### src/rtl/conditional_split.sv
// Versat data-flow demux: routes each word on in1 to out0 or out1 by in0[0]
// and counts the words sent each way since the last run pulse.
module conditional_split #(
  parameter int DELAY_W = 32,
  parameter int DATA_W  = 32
) (
  input  logic               clk,
  input  logic               rst,
  input  logic               running,
  input  logic               run,
  input  logic [DELAY_W-1:0] delay0,
  input  logic [31:0]        in0,
  input  logic [DATA_W-1:0]  in1,
  output logic [DATA_W-1:0]  out0,
  output logic [DATA_W-1:0]  out1,
  output logic [31:0]        out2,
  output logic [31:0]        out3
);

  typedef enum logic [1:0] {IDLE, WAIT, ACTIVE} state_t;

  typedef struct packed {
    logic              sel;
    logic [DATA_W-1:0] data;
  } word_t;

  state_t             state_q, state_d;
  logic [DELAY_W-1:0] dcnt_q, dcnt_d;
  logic               smp, clr;
  word_t              word;

  assign word = '{sel: in0[0], data: in1};

  // only bit 0 of the selector is meaningful
  logic unused_sel;
  assign unused_sel = &{1'b0, in0[31:1]};

  always_ff @(posedge clk or negedge rst) begin
    if (!rst) begin
      state_q <= IDLE;
      dcnt_q  <= '0;
    end else begin
      state_q <= state_d;
      dcnt_q  <= dcnt_d;
    end
  end

  // run overrides everything, so a restart mid-WAIT or mid-ACTIVE re-arms cleanly
  always_comb begin
    state_d = state_q;
    dcnt_d  = dcnt_q;
    smp     = 1'b0;
    clr     = 1'b0;
    if (run) begin
      clr = 1'b1;
      if (delay0 == '0) begin
        state_d = ACTIVE;
      end else begin
        dcnt_d  = delay0 - DELAY_W'(1);
        state_d = WAIT;
      end
    end else begin
      case (state_q)
        WAIT: begin
          if (!running)           state_d = IDLE;
          else if (dcnt_q == '0)  state_d = ACTIVE;
          else                    dcnt_d  = dcnt_q - DELAY_W'(1);
        end
        ACTIVE: begin
          if (!running) state_d = IDLE;
          else          smp     = 1'b1;
        end
        default: state_d = state_q;
      endcase
    end
  end

  always_ff @(posedge clk or negedge rst) begin
    if (!rst) begin
      out0 <= '0;
      out1 <= '0;
      out2 <= '0;
      out3 <= '0;
    end else if (clr) begin
      out2 <= '0;
      out3 <= '0;
    end else if (smp) begin
      if (word.sel) begin
        out0 <= word.data;
        out2 <= out2 + 32'd1;
      end else begin
        out1 <= word.data;
        out3 <= out3 + 32'd1;
      end
    end
  end

endmodule

### config.mk
export PLATFORM = sky130hd
export DESIGN_NAME = conditional_split
export DESIGN_NICKNAME = d
export VERILOG_FILES = /design/src/rtl/conditional_split.sv
export SDC_FILE = /design/constraint.sdc
export NUM_CORES = 1
export LEC_CHECK = 0
export BUFFER_PORTS_ARGS = -buffer_cell sky130_fd_sc_hd__buf_4
export CORE_ASPECT_RATIO = 1.75
export CORE_MARGIN = 2
export CORE_UTILIZATION = 50
export DETAILED_ROUTE_END_ITERATION = 8
export PLACE_DENSITY = 0.76
export SLEW_MARGIN = 20
export SYNTH_ARGS = -nofsm -noshare
export SYNTH_HDL_FRONTEND = slang
export SYNTH_SLANG_ARGS = --single-unit
### constraint.sdc
create_clock -name clk -period 3 [get_ports clk]
set_input_delay 0.45 -clock clk [delete_from_list [all_inputs] [get_ports clk]]
set_output_delay 0.45 -clock clk [all_outputs]
set_load 0.05 [all_outputs]
==> results.yml <==
power:
  max-vdd-ir-drop_mv: 0.5444
  finalPower_mw: 6.614
  power_leakage_nw: 4.991
  powerDensity_nw_per_um2: 601.1
cells_and_area:
  area_growth_pct: 29.12
  drive_gt1_share_pct: 32.62
  fillers: 1375
  antennaDiodeCount: 0
  stdcell_count: 1300
  layout.nets: 1163
synthesis:
  synth_edf_count: 0
  synth_top_area_share_pct: 47.58
  ys_warn_count: 0
  yosysUniqueCellTypes: 66
  syn_avg_cell_area_sq_um: 10.05
  yosys-top-cells-area: "dfrtp_1 48%, mux2_2 9.0%, xor2_1 5.0%"
  syn_area_sq_um: 8521
  ys_ff_latch: 162
  synthFlopType: "dfrtp_1"
  ys_async_sr_fraction_pct: 100.0
  synth_nets: 951
  synthCells: 848
  synth_seq_area_share_pct: 47.58
  synth_top_cell_by_area: "dfrtp_1"
sta:
  max_freq_mhz: 392.1
  timing.final.ws_setup_ps: 449.6
  hold_viol: 0
  relSlewSlack_pct: 52.73
  fin_crit_ps: 2550
  setup_viol: 0
  worstMarginPinSlew_ps: 709.1
  rsz0062_at_grt: "false"
  slew_violations: 0
  period_share_pct: 85.01
  whs_ps: 34.94
  fin_skew_ps: 10.67
  fin_setup_tns_ps: 0
clock_network:
  cts_resized: 0
  clock_latency_ps: 420
  cts.clk_slew.worst_paths_ps: 60
  clockRootBuffer: "clkbuf_16"
  cts_buffers: 17
  cts_tree: "done"
  cts_max_level: 4
  clkSinkCount: 162
  cts_setup_buffers: 0
  cts_hold_buf: 0
  clock_path_buffers: 2
worst_setup_path:
  reg2reg_slack_ps: 450
  r2r_start: "dcnt_q[2]$_DFFE_PN0P_"
  r2r_end: "dcnt_q[3]$_DFFE_PN0P_"
  worstSetupStartpointType: "flip-flop"
  required_ps: 3310
  r2r_cells: 6
  worstSetupEndpointType: "flip-flop"
  arrival_ps: 2860
  worstSetupPathType: "flip-flop to flip-flop"
  crit_start: "dcnt_q[2]$_DFFE_PN0P_"
  cp-endpoint: "dcnt_q[3]$_DFFE_PN0P_"
  path_max_fanout: 13
drt:
  drt.antenna.violating_nets: 0
  viasPerCell: 5.797
  post_drt_wl_per_cell_microns: 18.20
  drt_first_pass_iters: 5
  dr_total_vias: 7536
  finalWirelength_microns: 23660
  drt_iter0_drc: 347
  drc: 0
flow_run:
  cap_viol_max_count: 0
min_path:
  hold_class: "primary input to async pin"
grt:
  grt_max_degree: 72
  grt_pass1_vias: 7651
  antenna_found_initial: 0
  grt_usage_pct: 26.81
  grt_pass1_wl_microns: 38230
  overflow: 0
placement:
  place_congestion: 0.9123
  dp_hpwl_microns: 17350
  portBuffers: 196
  dpl_worst_slack_ps: 140.4
  place_inst: 1268
die:
  die_h_microns: 176.7
  core-area_sq_um: 16790
  ios: 228
  row_count: 63
  die_area_sq_um: 18140
  die-width_microns: 102.7
  start_util_pct: 50.75
outcome:
  status: "completed"
[layout make-up]
type	count	area [sq um]	share of cell area (%)
flip-flops and latches	162	4054	36.85
inverters	14	52.55	0.4777
well taps	227	284.0	2.582
clock buffers	20	456.7	4.151
repair buffers	233	1790	16.27
multi-input cells	632	4268	38.79
clock inverters	12	96.34	0.8757
[cells in the final DEF, fill, tap and decap left out, types with 10 or more instances in the layout]
master and instances:
buf_4 229, dfrtp_1 162, nor2_1 95, mux2_2 68, xor2_1 49, nand2_1 44, o21ai_0 42, nor3_1 37
a21oi_1 34, nand3_1 29, xnor2_1 27, nand4_1 21, nor4_1 20, clkbuf_16 17, or3_1 15, inv_1 13
and3_1 11, and4_1 10, nor3b_1 10, a22oi_1 10
[worst max-delay path, stage by stage (launching register included)]
cell,delay [ps]
dfrtp_1,420
nor3_1,530
nand3_1,240
o31ai_1,550
o21ai_1,190
buf_4,220
o221a_2,280
[synthesized netlist by cell type, drive strengths merged, types with 14 or more instances]
library cell,count
dfrtp,162
nor2,95
mux2,68
xor2,49
o21ai,45
nand2,44
nor3,38
a21oi,35
nand3,29
xnor2,27
clkbuf,26
nand4,23
nor4,22
or3,15
buf,14
[power by group]
group | internal [mW] | switching (mW) | total, mW
Combinational | 0.646 | 1.24 | 1.88
Clock | 1.12 | 0.926 | 2.05
Sequential | 2.47 | 0.216 | 2.68
Total | 4.23 | 2.38 | 6.61
[state kept, by name, summed over array words and instances (netlist names)]
name	cells
state_q	2
out0	32
out3	32
out2	32
dcnt_q	32
out1	32
[worst min-delay path by stage]
stage                              start               endpoint  slack [ps]  cells past startpoint
floorplan                            rst  dcnt_q[0]$_DFFE_PN0P_         150                      0
global placement    out0[12]$_DFFE_PN0P_   out0[12]$_DFFE_PN0P_         490                      1
detailed placement  out0[19]$_DFFE_PN0P_   out0[19]$_DFFE_PN0P_         500                      1
CTS                                  rst  dcnt_q[5]$_DFFE_PN0P_          70                      1
global route                         rst  dcnt_q[5]$_DFFE_PN0P_         100                      1
finish                               rst  dcnt_q[5]$_DFFE_PN0P_          30                      1
[routing by layer]
| metal | track usage [%] | vias to the layer above | part of all wire (%) |
|---|---|---|---|
| met5 | 0 | - | 0 |
| met4 | 13.56 | 0 | 3.9 |
| met3 | 6.556 | 66 | 6.2 |
| met2 | 47.90 | 261 | 54 |
| met1 | 28.59 | 3697 | 36 |
| li1 | - | 3512 | - |
[per-stage QoR]
stage          area, sq um  utilization [%]
2_1_floorplan         8552                -
5_1_grt              11000            65.53
6_report             11000            65.53
3_3_place_gp         10450            62.23
4_1_cts              11000            65.53
3_5_place_dp         10450            62.23
[cells by family after synthesis]
family / after synthesis / share of synthesized area [%]
compound gates: 150 / 11.60
xor+xnor: 76 / 7.812
fa+ha+maj: 3 / 0.4406
buf+inv: 54 / 2.614
flops: 162 / 47.58
mux: 75 / 9.809
simple gates: 328 / 20.15
Note: power is estimated with default switching activity, not from simulation.
